### config.mk
export PLATFORM = sky130hd
export DESIGN_NAME = ivar_sequence_generator
export DESIGN_NICKNAME = d
export VERILOG_FILES = /design/src/rtl/ivar_gen_pkg.sv /design/src/rtl/ivar_dim_counter.sv /design/src/rtl/ivar_sequence_generator.sv
export SDC_FILE = /design/constraint.sdc
export NUM_CORES = 1
export LEC_CHECK = 0
export ABC_AREA = 1
export ABC_CLOCK_PERIOD_IN_PS = 2300
export BUFFER_PORTS_ARGS = -buffer_cell sky130_fd_sc_hd__buf_2
export CORE_AREA = 2 2 133 135
export DETAILED_ROUTE_END_ITERATION = 8
export DIE_AREA = 0 0 135 137
export PLACE_DENSITY = 0.77
export SETUP_SLACK_MARGIN = 0.2
export SLEW_MARGIN = 20
export SYNTH_ARGS = -nofsm -noshare
export SYNTH_HDL_FRONTEND = slang
export SYNTH_SLANG_ARGS = --single-unit
### constraint.sdc
create_clock -name clk -period 2.3 [get_ports clk]
set_input_delay 0.23 -clock clk [delete_from_list [all_inputs] [get_ports clk]]
set_output_delay 0.23 -clock clk [all_outputs]
set_load 0.01 [all_outputs]
### src/rtl/ivar_gen_pkg.sv
// rtl/ivar_gen_pkg.sv - shared state encoding and default widths for the ivar sequence generator
package ivar_gen_pkg;

  localparam int IVAR_W_DEF    = 16;
  localparam int NUM_DIMS_DEF  = 3;

  typedef enum logic [1:0] {
    ST_IDLE = 2'd0,
    ST_RUN  = 2'd1,
    ST_DONE = 2'd2
  } ivar_state_t;

endpackage

### src/rtl/ivar_dim_counter.sv
// rtl/ivar_dim_counter.sv - one loop dimension: holds captured bounds and the current value
module ivar_dim_counter
  import ivar_gen_pkg::*;
#(
  parameter int W = IVAR_W_DEF
) (
  input  logic                clk,
  input  logic                rst_n,
  input  logic                load,
  input  logic                adv,
  input  logic signed [W-1:0] lb,
  input  logic signed [W-1:0] ub,
  output logic signed [W-1:0] value,
  output logic                at_ub
);

  logic signed [W-1:0] r_lb;
  logic signed [W-1:0] r_ub;
  logic signed [W-1:0] r_value;
  logic        [W-1:0] w_one;

  assign w_one = {{(W-1){1'b0}}, 1'b1};
  assign value = r_value;
  // Equality against ub means the increment is never taken at the max signed value
  assign at_ub = (r_value == r_ub);

  always_ff @(posedge clk or negedge rst_n) begin
    if (!rst_n) begin
      r_lb    <= '0;
      r_ub    <= '0;
      r_value <= '0;
    end else if (load) begin
      r_lb    <= lb;
      r_ub    <= ub;
      r_value <= lb;
    end else if (adv) begin
      r_value <= at_ub ? r_lb : (r_value + w_one);
    end
  end

endmodule

### src/rtl/ivar_sequence_generator.sv
// rtl/ivar_sequence_generator.sv - scans an N-D rectangular iteration space, one vector per handshake
module ivar_sequence_generator
  import ivar_gen_pkg::*;
#(
  parameter int ITERATION_VARIABLE_WIDTH = IVAR_W_DEF,
  parameter int NUM_DIMS                 = NUM_DIMS_DEF
) (
  input  logic                                     clk,
  input  logic                                     rst_n,
  input  logic                                     start,
  input  logic                                     abort,
  input  logic [NUM_DIMS*ITERATION_VARIABLE_WIDTH-1:0] ivar_lb,
  input  logic [NUM_DIMS*ITERATION_VARIABLE_WIDTH-1:0] ivar_ub,
  output logic [NUM_DIMS*ITERATION_VARIABLE_WIDTH-1:0] ivar,
  output logic                                     ivar_valid,
  input  logic                                     ivar_ready,
  output logic                                     ivar_last,
  output logic                                     busy,
  output logic                                     done,
  output logic                                     empty_err
);

  localparam int W = ITERATION_VARIABLE_WIDTH;

  ivar_state_t         r_state;
  logic                r_valid;
  logic                r_busy;
  logic                r_done;
  logic                r_empty_err;

  logic [NUM_DIMS-1:0] w_at_ub;
  logic [NUM_DIMS-1:0] w_adv;
  logic                w_all_ub;
  logic                w_fire;
  logic                w_load;
  logic                w_empty;

  assign w_all_ub = &w_at_ub;
  assign w_fire   = (r_state == ST_RUN) && r_valid && ivar_ready && !abort;
  assign w_load   = (r_state == ST_IDLE) && start && !abort;

  always_comb begin
    w_empty = 1'b0;
    for (int d = 0; d < NUM_DIMS; d++) begin
      if ($signed(ivar_lb[d*W +: W]) > $signed(ivar_ub[d*W +: W])) begin
        w_empty = 1'b1;
      end
    end
  end

  // Carry chain: dim d advances only when every faster dim wraps
  genvar g;
  generate
    for (g = 0; g < NUM_DIMS; g++) begin : g_dim
      if (g == 0) begin : g_first
        assign w_adv[g] = w_fire && !w_all_ub;
      end else begin : g_rest
        assign w_adv[g] = w_adv[g-1] && w_at_ub[g-1];
      end

      ivar_dim_counter #(.W(W)) u_dim (
        .clk   (clk),
        .rst_n (rst_n),
        .load  (w_load),
        .adv   (w_adv[g]),
        .lb    (ivar_lb[g*W +: W]),
        .ub    (ivar_ub[g*W +: W]),
        .value (ivar[g*W +: W]),
        .at_ub (w_at_ub[g])
      );
    end
  endgenerate

  always_ff @(posedge clk or negedge rst_n) begin
    if (!rst_n) begin
      r_state     <= ST_IDLE;
      r_valid     <= 1'b0;
      r_busy      <= 1'b0;
      r_done      <= 1'b0;
      r_empty_err <= 1'b0;
    end else if (abort) begin
      r_state     <= ST_IDLE;
      r_valid     <= 1'b0;
      r_busy      <= 1'b0;
      r_done      <= 1'b0;
      r_empty_err <= 1'b0;
    end else begin
      case (r_state)
        ST_IDLE: begin
          r_done      <= 1'b0;
          r_empty_err <= 1'b0;
          if (start) begin
            if (w_empty) begin
              r_empty_err <= 1'b1;
            end else begin
              r_state <= ST_RUN;
              r_valid <= 1'b1;
              r_busy  <= 1'b1;
            end
          end
        end
        ST_RUN: begin
          if (w_fire && w_all_ub) begin
            r_state <= ST_DONE;
            r_valid <= 1'b0;
            r_busy  <= 1'b0;
            r_done  <= 1'b1;
          end
        end
        ST_DONE: begin
          r_state <= ST_IDLE;
          r_done  <= 1'b0;
        end
        default: begin
          r_state <= ST_IDLE;
          r_valid <= 1'b0;
          r_busy  <= 1'b0;
          r_done  <= 1'b0;
        end
      endcase
    end
  end

  assign ivar_valid = r_valid;
  assign ivar_last  = r_valid && w_all_ub;
  assign busy       = r_busy;
  assign done       = r_done;
  assign empty_err  = r_empty_err;

endmodule

==> out/summary.txt <==
======================================================================================================
Synthesized flop and latch total ........................................................          149
Leakage power summed over all cells .....................................................      6.17 nW
Average wire per cell in the routed design ..............................................      14.8 um
Largest fanout of any net on the critical path ..........................................            4
Setup repair after global routing missed its margin .....................................         true
Arrival time reported for the critical path endpoint ....................................      1880 ps
Clk pwr share ...........................................................................        30.9%
First-pass GRT wire length ..............................................................     40100 um
Vias post-DR ............................................................................         9130
Critical Path Start Type ................................................................    flip-flop
Global router's overall resource usage ..................................................        27.3%
Number of DRC markers in iteration 0 ....................................................          635
TritonCTS clock tree ....................................................................        built
Run status .............................................................................. finished clean
Number of buffers created by CTS ........................................................           17
Synthesized-area fraction occupied by and/or/nand/nor cells .............................        25.2%
Core area ...............................................................................    17100 um2
Combinational fraction of design power ..................................................        31.6%
Initial antenna violation count .........................................................            1
Routed wire length on met3 ..............................................................      1930 um
Finish-stage setup viols ................................................................            0
Synth Instances .........................................................................         1283
Clock tree root buffer cell ............................................................. sky130_fd_sc_hd__clkbuf_16
DRT met1 WL .............................................................................     10600 um
Share of cell area taken by muxes after synthesis .......................................           0%
Detailed-router iteration count before antenna repair ...................................            5
Uppermost routed layer ..................................................................         met4
Fraction of power spent switching nets ..................................................        35.1%
Number of H-tree branching levels .......................................................            4
Number of buffers on the longest clock path .............................................            2
Antenna Nets Post-Route .................................................................            0
Number of enable-type register cells in the synthesized netlist .........................            0
Syn nets ................................................................................         1435
Floorplan die height ....................................................................       137 um
Clock transition at the register clock pins on the worst setup and hold paths after CTS .        60 ps
Critical path data required time ........................................................      2070 ps
Sw power ................................................................................      3.41 mW
Max Freq ................................................................................      473 MHz
Sum of overflow across all layers after global routing ..................................            0
Leading cell type in the layout, fill and taps excluded ................................. sky130_fd_sc_hd__nand2_1
Total of warnings raised by yosys .......................................................            0
Complex-gate fraction of the synthesized area ...........................................        13.7%
Fraction of the cycle the final worst path needs ........................................        91.8%
Overall die width .......................................................................       135 um
Power share of the sequential group .....................................................        37.5%
Internal power summed over all cells ....................................................      6.30 mW
Crit Path Class .........................................................................   reg -> out
Type of the worst min-delay path ........................................................    in -> reg
Unique cell type count in the Yosys netlist .............................................           34
Number of ports placed on the die boundary ..............................................          154
Placement Setup Slack ...................................................................       162 ps
Clock period minus final worst setup slack ..............................................      2110 ps
Accumulated negative setup slack ........................................................         0 ps
Via-to-Cell Ratio .......................................................................         5.32
Final net count .........................................................................         1629
Largest family of logic cells by synthesized area ....................................... simple AND/OR/NAND/NOR gates
Number of hold violations in the final report ...........................................            0
Worst-Skew Late Latency .................................................................       430 ps
Overall routed net length ...............................................................     25300 um
Initial core utilization ................................................................        54.2%
Die area ................................................................................    18500 um2
Cell area after synthesis ...............................................................     9250 um2
Count of port buffers added during placement ............................................          153
Metal2 WL ...............................................................................     12300 um
Commonest non-fill, non-tap cells in the layout ......................................... sky130_fd_sc_hd__nand2_1, sky130_fd_sc_hd__buf_2, sky130_fd_sc_hd__inv_1
Area grow syn2layout ....................................................................        24.0%
Max VDD drop ............................................................................     0.543 mV
Half-perimeter wire length after placement ..............................................     17900 um
Endpoint kind of the worst setup timing path ............................................   output pin
Total power density per cell area .......................................................   847 nW/um2
Worst-case clock skew ...................................................................      12.4 ps
Post-detailed-route DRC marker count ....................................................            0
Xor-xnor portion of the synthesized cell area ...........................................        4.17%
Total clock sinks .......................................................................          149
Number of placement rows ................................................................           48
Share of synthesized cell area in full adder, half adder and majority cells .............        6.90%
Ys async rst share ......................................................................         100%
Transition time at the pin with the least slew margin ...................................       558 ps
Number of max-slew violations in the final report .......................................            0
Share of synthesized area occupied by flip-flops and latches ............................        40.3%
Worst relative slew slack ...............................................................        62.8%
Number of maximum-capacitance constraint violations .....................................            0
Pin count of the biggest net entering global routing ....................................           57
Syn_area_per_cell .......................................................................     7.21 um2
Global placer's final weighted congestion ...............................................        0.892
Worst setup margin ......................................................................       188 ps
Vias in the first global route ..........................................................         8478
Top FF cell, synth ...................................................................... sky130_fd_sc_hd__dfrtp_1
Layout cell share with drive strength beyond 1 ..........................................        23.0%
======================================================================================================
Yosys cell counts (all sizes together) (2+ instances only):
master	n	share of area, %
a21oi	32	1.7
a31oi	26	1.8
buf	18	1.3
clkbuf	28	1.1
dfrtp	149	40
ha	51	6.9
inv	177	7.2
nand2	424	17
nand3	27	1.5
nand4	12	0.88
nor2	104	4.4
nor3	14	0.87
o211ai	10	0.81
o21a	2	0.16
o21ai	158	8.9
o221ai	2	0.19
xnor2	17	1.6
xor2	27	2.6
sequential cells by signal (all words and copies together) (netlist names):
signal             count
empty_err              1
g_dim.u_dim.r_lb      48
busy                   1
r_state                2
done                   1
g_dim.u_dim.r_ub      48
g_dim.u_dim.value     48
cells by family after synthesis:
kind of cell	after synthesis
buf+inv	224
simple gates	583
xor+xnor	44
fa+ha+maj	51
compound gates	232
flops	149
final cells by class:
class / instances / area [um2]
well taps: 225 / 282
diodes: 1 / 2.50
inverters: 178 / 674
multi-input cells: 910 / 4710
repair buffers: 221 / 1410
flip-flops and latches: 149 / 3750
fillers: 1432 / 5590
clock buffers: 18 / 439
clock inverters: 14 / 195
what timing repair did:
item,4_1_cts,5_1_grt
gates cloned,0,3
pin swaps,9,11
setup endpoints to repair,2,49
hold buffers,1,0
gates resized for setup,15,51
setup buffers,25,9
endpoints found under the hold margin,52,0
metrics by stage:
| stage | std cells | instance area (um2) | hold slack [ps] | power (mW) | util, % |
|---|---|---|---|---|---|
| detailed placement | 1645 | 10300 | 235 | 6.39 | 60.7 |
| floorplan | 1283 | 9250 | -65.6 | 5.40 | - |
| CTS | 1703 | 11200 | 14.9 | 9.58 | 65.7 |
| global placement | 1645 | 10300 | 235 | 6.30 | 60.7 |
| finish | 1716 | 11500 | 24.5 | 9.71 | 67.2 |
| global route | 1715 | 11500 | 36.1 | 10.3 | 67.2 |
metal layers:
layer | global-route usage [%] | up-vias
met5 | 0 | -
met2 | 46.4 | 376
met1 | 34.9 | 4248
li1 | - | 4464
met3 | 6.00 | 42
met4 | 8.80 | 0
worst max-delay path, cell delays in order (launching register included):
cell                      delay [ps]
sky130_fd_sc_hd__dfrtp_1         430
sky130_fd_sc_hd__inv_2            60
sky130_fd_sc_hd__nand2_1          50
sky130_fd_sc_hd__nand2_1          50
sky130_fd_sc_hd__nor2_2          140
sky130_fd_sc_hd__nand2_1         110
sky130_fd_sc_hd__nor2_2          100
sky130_fd_sc_hd__nand2_2         110
sky130_fd_sc_hd__nor2_4          100
sky130_fd_sc_hd__nand2_2          60
sky130_fd_sc_hd__nor2_1           80
sky130_fd_sc_hd__buf_2           160
power groups by stage:
stage                     clock, mW  sequential [mW]  combinational, mW
after floorplan                   0             3.68               1.72
after CTS                      3.04             3.62               2.91
after detailed placement          0             3.68               2.71
final                          3.00             3.64               3.07
after global routing           3.15             3.71               3.44
after global placement            0             3.66               2.64
path summary, 6_finish.rpt:
check | start | to | slack [ps] | cells past startpoint
max | g_dim[1].u_dim.value[11] | ivar_last | 190 | 11
min | ivar_ub[16] | g_dim[1].u_dim.r_ub[0] | 20 | 3
max reg2reg | g_dim[0].u_dim.value[7] | g_dim[2].u_dim.value[10] | 270 | 14
min reg2reg | g_dim[1].u_dim.r_lb[8] | g_dim[1].u_dim.r_lb[8] | 470 | 2
max in group asynchronous | rst_n | g_dim[2].u_dim.value[0] | 1270 | 3
min in group asynchronous | rst_n | g_dim[1].u_dim.r_lb[12] | 340 | 2
Power figures use the tool's default switching activity.
